[src/rtl/health_bar_ctrl.sv]
// Health bar: hit/heal/restart state machine with timed invulnerability and blink,
// plus a segmented bar renderer whose pixel outputs are registered (1-cycle latency).
module health_bar_ctrl #(
    parameter int          SEGMENTS      = 3,
    parameter int          X0            = 420,
    parameter int          Y0            = 460,
    parameter int          SEG_W         = 60,
    parameter int          SEG_H         = 10,
    parameter int          INVULN_FRAMES = 60,
    parameter int          BLINK_FRAMES  = 8,
    parameter logic [11:0] COLOR_FULL    = 12'h00F,
    parameter logic [11:0] COLOR_LOW     = 12'hF00,
    parameter logic [11:0] COLOR_EMPTY   = 12'h333
) (
    input  logic        clk,
    input  logic        rst,
    input  logic [9:0]  x,
    input  logic [9:0]  y,
    input  logic        frame_tick,
    input  logic        hit,
    input  logic        heal,
    input  logic        restart,
    output logic [3:0]  health,
    output logic        dead,
    output logic        invuln,
    output logic        bar_en,
    output logic [11:0] bar_rgb
);

    typedef enum logic [1:0] {ALIVE, INVULN, DEAD} state_t;

    localparam logic [3:0] HEALTH_MAX = 4'(SEGMENTS);
    localparam logic [9:0] INV_LOAD   = 10'(INVULN_FRAMES);
    localparam logic [7:0] BLINK_LAST = 8'(BLINK_FRAMES - 1);

    state_t      state_q, state_d;
    logic [3:0]  health_q, health_d;
    logic [9:0]  inv_cnt_q, inv_cnt_d;
    logic [7:0]  blink_cnt_q, blink_cnt_d;
    logic        blink_q, blink_d;
    logic        bar_en_q, bar_en_d;
    logic [11:0] bar_rgb_q, bar_rgb_d;
    logic        seg_lit;

    always_ff @(posedge clk or posedge rst) begin
        if (rst) begin
            state_q     <= ALIVE;
            health_q    <= HEALTH_MAX;
            inv_cnt_q   <= '0;
            blink_cnt_q <= '0;
            blink_q     <= 1'b0;
            bar_en_q    <= 1'b0;
            bar_rgb_q   <= 12'h000;
        end else begin
            state_q     <= state_d;
            health_q    <= health_d;
            inv_cnt_q   <= inv_cnt_d;
            blink_cnt_q <= blink_cnt_d;
            blink_q     <= blink_d;
            bar_en_q    <= bar_en_d;
            bar_rgb_q   <= bar_rgb_d;
        end
    end

    always_comb begin
        state_d     = state_q;
        health_d    = health_q;
        inv_cnt_d   = inv_cnt_q;
        blink_cnt_d = blink_cnt_q;
        blink_d     = blink_q;
        if (restart) begin
            state_d     = ALIVE;
            health_d    = HEALTH_MAX;
            inv_cnt_d   = '0;
            blink_cnt_d = '0;
            blink_d     = 1'b0;
        end else begin
            // Frame timing runs independently of hit/heal; a hit here is ignored anyway.
            if (state_q == INVULN && frame_tick) begin
                if (inv_cnt_q == 10'd1) begin
                    state_d     = ALIVE;
                    inv_cnt_d   = '0;
                    blink_cnt_d = '0;
                    blink_d     = 1'b0;
                end else begin
                    inv_cnt_d = inv_cnt_q - 10'd1;
                    if (blink_cnt_q == BLINK_LAST) begin
                        blink_cnt_d = '0;
                        blink_d     = ~blink_q;
                    end else begin
                        blink_cnt_d = blink_cnt_q + 8'd1;
                    end
                end
            end
            if (hit) begin
                if (state_q == ALIVE) begin
                    if (health_q > 4'd1) begin
                        health_d    = health_q - 4'd1;
                        state_d     = INVULN;
                        inv_cnt_d   = INV_LOAD;
                        blink_cnt_d = '0;
                        blink_d     = 1'b0;
                    end else begin
                        health_d = 4'd0;
                        state_d  = DEAD;
                    end
                end
            end else if (heal && state_q != DEAD && health_q != HEALTH_MAX) begin
                health_d = health_q + 4'd1;
            end
        end
    end

    // Pixel classification uses 32-bit int arithmetic so large bar extents never wrap.
    always_comb begin
        bar_en_d  = 1'b0;
        seg_lit   = 1'b0;
        bar_rgb_d = 12'h000;
        if (int'(y) >= Y0 && int'(y) < Y0 + SEG_H) begin
            for (int i = 0; i < SEGMENTS; i++) begin
                if (int'(x) >= X0 + i * SEG_W && int'(x) < X0 + (i + 1) * SEG_W) begin
                    bar_en_d = 1'b1;
                    seg_lit  = int'(health_q) > i;
                end
            end
        end
        if (bar_en_d) begin
            if (seg_lit && !(state_q == INVULN && blink_q))
                bar_rgb_d = (health_q == 4'd1 && SEGMENTS > 1) ? COLOR_LOW : COLOR_FULL;
            else
                bar_rgb_d = COLOR_EMPTY;
        end
    end

    always_comb begin
        health  = health_q;
        dead    = (state_q == DEAD);
        invuln  = (state_q == INVULN);
        bar_en  = bar_en_q;
        bar_rgb = bar_rgb_q;
    end

endmodule

[config.mk]
export PLATFORM = sky130hd
export DESIGN_NAME = health_bar_ctrl
export DESIGN_NICKNAME = d
export VERILOG_FILES = /design/src/rtl/health_bar_ctrl.sv
export SDC_FILE = /design/constraint.sdc
export NUM_CORES = 1
export LEC_CHECK = 0
export ABC_CLOCK_PERIOD_IN_PS = 2200
export BUFFER_PORTS_ARGS = -buffer_cell sky130_fd_sc_hd__buf_2
export CAP_MARGIN = 5
export CORE_ASPECT_RATIO = 0.7
export CORE_UTILIZATION = 45
export CTS_CLUSTER_DIAMETER = 50
export DETAILED_ROUTE_END_ITERATION = 10
export PLACE_DENSITY = 0.68
export SLEW_MARGIN = 10
export SYNTH_ARGS = -nofsm -noshare
export SYNTH_HDL_FRONTEND = slang
export SYNTH_SLANG_ARGS = --single-unit
[constraint.sdc]
create_clock -name clk -period 2.2 [get_ports clk]
set_clock_uncertainty 0.15 [all_clocks]
set_input_delay 0.44 -clock clk [delete_from_list [all_inputs] [get_ports clk]]
set_output_delay 0.44 -clock clk [all_outputs]
set_load 0.01 [all_outputs]
* Word-level counts from Yosys, hierarchy flattened *
Cells that the tools add are included.
Widths: inputs -> output; s select.

cells by class
  eq/ne operators = 8
  multiplexer cells = 42
  magnitude comparators = 12
  add/subtract/negate cells = 4
  bitwise gates (word level) = 1
  reduce and logical (&&, ||, !) cells = 13

operator list
  operator               count
  $mux 10                6
  $mux 8                 7
  $mux 12                3
  $ge 10x9->1 const B    3
  $lt 10x10->1 const B   2
  $lt 10x9->1 const B    2
  $mux 4                 5
  $mux 1                 15
  $gt 4x1->1 const B     3
  $mux 2                 6
  $eq 10x1->1 const B    1
  $ge 10x10->1 const B   1
  $sub 10x1->10 const B  1
  $logic_and 1x1->1      9
  $add 8x1->8 const B    1
  $eq 8x3->1 const B     1
  $add 4x1->4 const B    1
  $eq 4x1->1 const B     1
  $gt 4x2->1 const B     1
  $ne 4x2->1 const B     1
  $sub 4x1->4 const B    1
  $ne 3x1->1 const B     1
  $reduce_bool 3->1      1
  $eq 2x1->1 const B     1
  6 further kinds        6

word-level totals
  output and inout bits = 19
  bits in registers = 38

* Longest topological paths before layout *
Gate-level depths: netlist of run 1.

  depth after elaboration = 9
  depth in mapped cells = 7

* Least setup slack after synthesis of run 1 *
No wires, ideal clock.

  path kind = flip-flop to flip-flop
  start point = register health_q[0], in the netlist health[0]
  end point = register blink_cnt_q[2]
  arrival time = 1767 ps
  stages on the path, launching flop included = 7
  period minus slack after synthesis = 2043 ps
  path slack = 157 ps
  cell sequence = dfstp_2 inv_1 ha_1 or2_2 a211o_1 nand3_1 nor2_1

between the ends
  cells in the longest elaborated chain, start to end = 5

RTL lines
  item                      line  source
  start: declaration        37    logic [3:0] health_q, health_d;
  start signal: assignment  56    health_q <= health_d;
  $gt 4x1->1                97    if (health_q > 4'd1) begin
  $mux 8                    97
  $mux 8                    96    if (state_q == ALIVE) begin
  $mux 8                    95    if (hit) begin
  $mux 8                    71    if (restart) begin
  named net blink_cnt_d[2]  39    logic [7:0] blink_cnt_q, blink_cnt_d;
  end signal: assignment    58    blink_cnt_q <= blink_cnt_d;
  end: declaration          39

The timed path passes the listed nets, and every way through them passes these cells.
A chain may end at the register's enable or synchronous reset.

* Worst setup path in the final report of run 1 *
  start point = register health_q[1], in the netlist health[1]
  end point = register inv_cnt_q[1]

between the ends
  cells in the longest elaborated chain, start to end = 5

RTL lines
  item                    line  source
  $gt 4x1->1              97
  $mux 10                 97
  $mux 10                 96
  $mux 10                 95
  $mux 10                 71
  named net inv_cnt_d[1]  38    logic [9:0] inv_cnt_q, inv_cnt_d;
  end signal: assignment  57    inv_cnt_q <= inv_cnt_d;
  end: declaration        38

The timed path passes the listed nets, and every way through them passes these cells.

==> parameters.txt, run 1 <==
Parameter                              Value

Die
  Number of placement rows    19
  Core region area    4110 um2
  Die height    58.1 um
  Boundary pin count    45
  Starting utilization of the core area    0.491
  Horiz. Die Dim    82.1 um
  Floorplan die area    4760 um2

Drt
  Average via count per standard cell    5.55
  DR iter-0 viols    112
  First drt pass iteration count    4
  Vias    1715
  Drt wl/cell    14.1 um
  Antenna Nets Post-Route    0
  Number of design rule violations left after detail routing    0
  Total wirelength of the detailed-routed design    4360 um

CTS
  CTS H-Tree Depth    2
  CTS tree    built
  Num CTS Buffers    5
  CTS Hold Bufs    0
  Clock-pin transition on the worst setup and hold timing paths    0.07 ns
  Clock sink count    31
  Insertion delay to the later sink of the worst-skew pair    0.29 ns
  Buffer cell driving the clock tree root    clkbuf_8
  Clock tree buffer depth    2

Placed design
  Count of input and output buffers    39
  HPWL after DPL    3180 um
  DP Cell Count    301
  Placed cell areas    2250 um2
  Routability Congestion    0.812

Global route
  Maximum number of pins on one net before global-route repair    32
  First-pass GRT wire length    7360 um
  Antenna violations before repair    0
  GRT Overall Usage    0.204
  Residual overflow from global routing    0
  Vias in the first global route    1579

Critical path
  Top delay family on crit path    flip-flops
  Count of buffer and inverter cells on the critical path    1
  Required time worst endpoint    2.21 ns
  Critical path class    flop to flop
  Delay of the slowest cell on the worst path    0.53 ns
  Max stage delay cell, worst path    dfstp_2
  Number of stages on the worst setup path    6
  Worst reg-to-reg path cell count    6
  Startpoint class of the critical path    flop
  Crit path arrival time    2.07 ns
  List of cells traversed by the critical path    inv_1 > ha_1 > or2_2 > a211o_1 > nand2_2 > a211oi_1
  Nature of the critical path endpoint    flop
  CP Max Fanout    8

Logic synthesis
  Register bit count reported by yosys    31
  Share of synthesized registers carrying an async set or reset    1.00
  Post-synth top area cell    dfrtp_1
  Synth top area cells    dfrtp_1 (36%), ha_1 (5.0%), nor2_1 (3.9%)
  EDFF count, synth    0
  Mean area per synthesized cell    9.39 um2
  Synthesized instance count    215
  Netlist Area Pre-Place    2020 um2
  Yosys top cell area share    0.359
  Number of distinct library cells after synthesis    59
  Most used DFF post-synth    dfrtp_1
  Fraction of the yosys area taken by sequential cells    0.385
  Yosys Warn Count    0

Timing
  Setup violation total in the final timing report    0
  Highest Clock Rate    485 MHz
  Transition time at the pin with the least slew margin    0.505 ns
  Min Clock Period, post-route    2.06 ns
  RSZ-0062 raised after global routing    no
  Post-route clock period utilization    0.938
  Worst relative slew slack    0.663
  Setup TNS Final    0 ns
  Max-slew violations    0
  Final Hold Fails    0

Power and ir drop
  Leakage    1.09 nW
  Worst vdd rail ir drop    452 uV
  Total power of the final layout    0.00163 W
  Pwr per Cell Area    695 nW/um2

Finish
  # nets final    290
  Post-layout utilization of the core    0.570
  # fillers    394
  Area of all placed cells without fillers    2340 um2
  Sequential Area    778 um2
  Cell Count, Final, Fillers Out    309
  N_diodes    0
  Area used by multi-input combinational logic    1160 um2
  Layout cell share with drive strength beyond 1    0.253
  Area added between synthesis and finish    16.1%

Worst hold path
  Tightest Hold Check Type    primary input to asynchronous set/reset pin

Run
  Max Cap Violations    0

Status
  Status    completed
==> worst register-to-register path, cell delays in order (launching register included) <==
cell,delay (ns)
dfstp_2,0.53
inv_1,0.08
ha_1,0.21
or2_2,0.35
a211o_1,0.36
nand2_2,0.18
a211oi_1,0.08
==> Yosys cell counts (4+ instances only) <==
cell type	number
a211oi_1	6
a21oi_1	10
a31oi_1	5
buf_4	7
dfrtp_1	29
ha_1	8
inv_1	8
nand2_1	18
nand3_1	11
nand4_1	5
nor2_1	21
nor2b_1	5
nor3_1	6
xnor2_1	7
xor2_1	4
==> what timing repair did <==
item | 4_1_cts | 5_1_grt
endpoints found under the setup margin | 0 | 15
hold endpoints to repair | 0 | 0
gates resized for setup | 0 | 3
buffers inserted | 0 | 0
==> worst paths after layout <==
path	endpoint	slack, ns	startpoint
worst min register to register	blink_q	0.39	blink_q
worst max register to register	inv_cnt_q[1]	0.14	health[1]
worst max-delay path	inv_cnt_q[1]	0.14	health[1]
min in group clk	inv_cnt_q[3]	0.26	restart
max in group asynchronous	health[0]	1.50	rst
worst min-delay path	blink_cnt_q[3]	0.07	rst
==> placed cells by master, fill, tap and decap left out, types with 2 or more instances in the layout <==
cell and count:
nand2_1 17, xnor2_1 7, nand3b_1 3, clkbuf_8 5
a31oi_1 5, a21oi_1 10, nand3_2 2, a41oi_1 2
nand4b_1 2, nor2_1 21, conb_1 2, nand4_1 5
nor3b_1 2, buf_4 5, o211ai_1 3, o21a_1 2
a211oi_1 6, inv_1 8, o21ai_0 2, dfrtp_1 29
xor2_1 4, clkbuf_1 2, o31ai_1 2, nor2b_1 5
and4_1 2, ha_1 8, dfstp_2 2, nand2b_1 2
o32ai_1 2, a21boi_0 2, a21o_1 2, o21ai_1 2
and3b_1 2, nor3_1 6, buf_2 39, nor4_2 2
nand3_1 9
==> flip-flops by register name, indices dropped and copies added, names as in the netlist <==
name         count
bar_en           1
inv_cnt_q       10
blink_cnt_q      8
bar_rgb          5
health           4
blink_q          1
state_q          2
==> through the flow <==
stage | worst slack (ns) | hold WS [ns]
floorplan | 0.157 | 0.353
global placement | 0.0787 | 0.384
detailed placement | 0.0462 | 0.391
CTS | 0.0363 | 0.0827
global route | 0.0117 | 0.128
finish | 0.137 | 0.0686
==> layout make-up <==
cell class / instances / share of cell area
flip-flops and latches: 31 / 0.332
clock inverters: 1 / 0.00213
well taps: 52 / 0.0277
multi-input cells: 166 / 0.494
repair buffers: 44 / 0.0993
inverters: 8 / 0.0128
clock buffers: 7 / 0.0326
==> power breakdown <==
group	internal, W	leakage [nW]	total [W]	switching, W
sequential	0.000624	0.419	0.000689	0.0000654
combinational	0.000213	0.628	0.000502	0.000289
clock	0.000222	0.0422	0.000439	0.000217
total	0.00106	1.09	0.00163	0.000572
==> routing by layer <==
layer | GRT usage | vias to the layer above | wire, um | part of all wire
li1 | - | 868 | - | -
met1 | 0.310 | 798 | 2360 | 0.54
met2 | 0.281 | 41 | 1760 | 0.40
met3 | 0.0520 | 8 | 186 | 0.043
met4 | 0.0602 | 0 | 53 | 0.012
met5 | 0 | - | 0 | 0
==> cell families after synthesis <==
family	count (synthesis)	synth area share
fa+ha+maj	8	0.0496
other cells	1	0.00186
xor+xnor	11	0.0477
mux	1	0.00496
flops	31	0.385
simple gates	96	0.285
compound gates	48	0.176
buf+inv	19	0.0496
(Power assumes the default switching activity.)
==> run 2: changes to the inputs <==
--- a/config.mk
+++ b/config.mk
@@ -11,7 +11,9 @@
 export CORE_ASPECT_RATIO = 0.7
 export CORE_UTILIZATION = 45
 export CTS_CLUSTER_DIAMETER = 50
+export CTS_CLUSTER_SIZE = 40
 export DETAILED_ROUTE_END_ITERATION = 10
+export GPL_TIMING_DRIVEN = 0
 export PLACE_DENSITY = 0.68
 export SLEW_MARGIN = 10
 export SYNTH_ARGS = -nofsm -noshare
==> run 2 against run 1 <==
Net effect: global-route usage up 0.79 points; register-to-register slack worse by 0.09 ns; final area up 3.1%; critical path type unchanged; sequential share of layout area down 1.0 points; power up 3.4%; highest routed layer unchanged; largest cell class unchanged; maximum frequency down 4.0%; first-iteration DRC count up 16%; clock power up 14%; die area unchanged; critical endpoint is now blink_cnt_q[3]; largest power group unchanged; worst setup slack worse by 0.086 ns; clock-buffer cell count up 1; non-clock buffer count up 8.
==> parameters.txt, run 2 (synthesis results as in run 1) <==
Parameter                              Value

CTS
  CTS Hold Bufs    0
  Clock sink count    31
  CTS tree    built
  Insertion delay to the later sink of the worst-skew pair    0.28 ns
  Num CTS Buffers    5
  Clock tree buffer depth    2
  Clock-pin transition on the worst setup and hold timing paths    0.06 ns
  CTS H-Tree Depth    2
  Buffer cell driving the clock tree root    clkbuf_8

Timing
  Final Hold Fails    0
  Worst relative slew slack    0.572
  Min Clock Period, post-route    2.15 ns
  RSZ-0062 raised after global routing    yes
  Setup violation total in the final timing report    0
  Highest Clock Rate    465 MHz
  Transition time at the pin with the least slew margin    0.641 ns
  Post-route clock period utilization    0.977
  Max-slew violations    0

Global route
  GRT Overall Usage    0.212
  Antenna violations before repair    0
  Maximum number of pins on one net before global-route repair    32
  First-pass GRT wire length    7650 um
  Residual overflow from global routing    0
  Vias in the first global route    1616

Finish
  Most common library cell in the layout ignoring fill and taps    buf_2
  Cell Count, Final, Fillers Out    317
  Area of all placed cells without fillers    2420 um2
  Area added between synthesis and finish    19.8%
  Max FFs per register    10
  # nets final    298
  Top register by number of flip-flops    inv_cnt_q
  Commonest cells after routing, fill and taps aside    buf_2 (41), dfrtp_1 (29), nor2_1 (21)
  N_diodes    0
  # fillers    381
  Layout cell share with drive strength beyond 1    0.272

Worst hold path
  Tightest Hold Check Type    primary input to asynchronous set/reset pin

Drt
  First drt pass iteration count    4
  Vias    1770
  Average via count per standard cell    5.58
  Total wirelength of the detailed-routed design    4490 um
  Number of design rule violations left after detail routing    0
  DR iter-0 viols    130
  Drt wl/cell    14.2 um
  Antenna Nets Post-Route    0

Status
  Status    completed

Placed design
  Count of input and output buffers    39
  Placed cell areas    2280 um2
  HPWL after DPL    3290 um
  Routability Congestion    0.795
  DP Cell Count    307

Critical path
  Nature of the critical path endpoint    flop
  Crit path arrival time    2.16 ns
  Required time worst endpoint    2.21 ns
  Startpoint class of the critical path    flop
  Critical path class    flop to flop
  CP Max Fanout    8
  Worst-case register-to-register setup slack    0.05 ns

Power and ir drop
  Worst vdd rail ir drop    394 uV
  Leakage    1.13 nW
  Pwr per Cell Area    697 nW/um2

Die
  Core region area    4110 um2
  Boundary pin count    45
  Die height    58.1 um
  Horiz. Die Dim    82.1 um
  Floorplan die area    4760 um2
  Starting utilization of the core area    0.491
  Number of placement rows    19

Run
  Max Cap Violations    0
==> run 2: path summary, 6_finish.rpt <==
check / start / endpoint / cells after the start
setup / recovery: health[0] / blink_cnt_q[3] / 6
hold / removal: rst / blink_cnt_q[1] / 2
setup reg to reg: health[0] / blink_cnt_q[3] / 6
hold reg to reg: health[0] / health[0] / 2
max in group asynchronous: rst / inv_cnt_q[4] / 2
min in group clk: restart / inv_cnt_q[2] / 2
==> run 2: stage by stage <==
step | total power (W) | TNS [ns] | hold slack, ns | utilization | setup slack, ns
final | 0.00169 | 0 | 0.0898 | 0.588 | 0.0511
after global placement | 0.00116 | -0.214 | 0.383 | 0.555 | -0.0324
after CTS | 0.00168 | 0 | 0.251 | 0.581 | 0.0364
after global routing | 0.00179 | -0.0829 | 0.158 | 0.588 | -0.0197
after floorplan | 0.00103 | 0 | 0.353 | - | 0.157
after detailed placement | 0.00117 | -0.579 | 0.392 | 0.555 | -0.0629
==> run 2: routing by layer <==
layer,GRT usage,share of wire
met1,0.316,0.53
met3,0.0551,0.043
met5,0,0
met2,0.306,0.42
met4,0.0451,0.0047
==> run 2: repair_timing <==
item | 4_1_cts | 5_1_grt
buffers inserted | 0 | 2
gates resized for setup | 2 | 2
pin swaps | 0 | 0
endpoints found under the setup margin | 15 | 19
==> run 2: final cells by class <==
| class | count | area, um2 | share of cell area |
|---|---|---|---|
| flip-flops and latches | 31 | 778 | 0.322 |
| well taps | 52 | 65.1 | 0.0269 |
| clock buffers | 8 | 100 | 0.0414 |
| inverters | 8 | 30.0 | 0.0124 |
| repair buffers | 41 | 210 | 0.0869 |
| multi-input cells | 166 | 1160 | 0.482 |
| plain buffers | 11 | 70.1 | 0.0290 |
==> run 2: critical path: stages, from the launching register on <==
cell	delay, ns
dfstp_2	0.58
inv_1	0.11
ha_1	0.22
or2_2	0.35
a211o_1	0.40
nand2_4	0.16
a211oi_1	0.06
==> run 2: report_power, final <==
part	internal [W]	switching (W)	leakage [nW]	total, W
Clock	0.000285	0.000214	0.0515	0.000499
Sequential	0.000624	0.0000744	0.419	0.000699
Combinational	0.000206	0.000283	0.664	0.000488
Total	0.00112	0.000571	1.13	0.00169
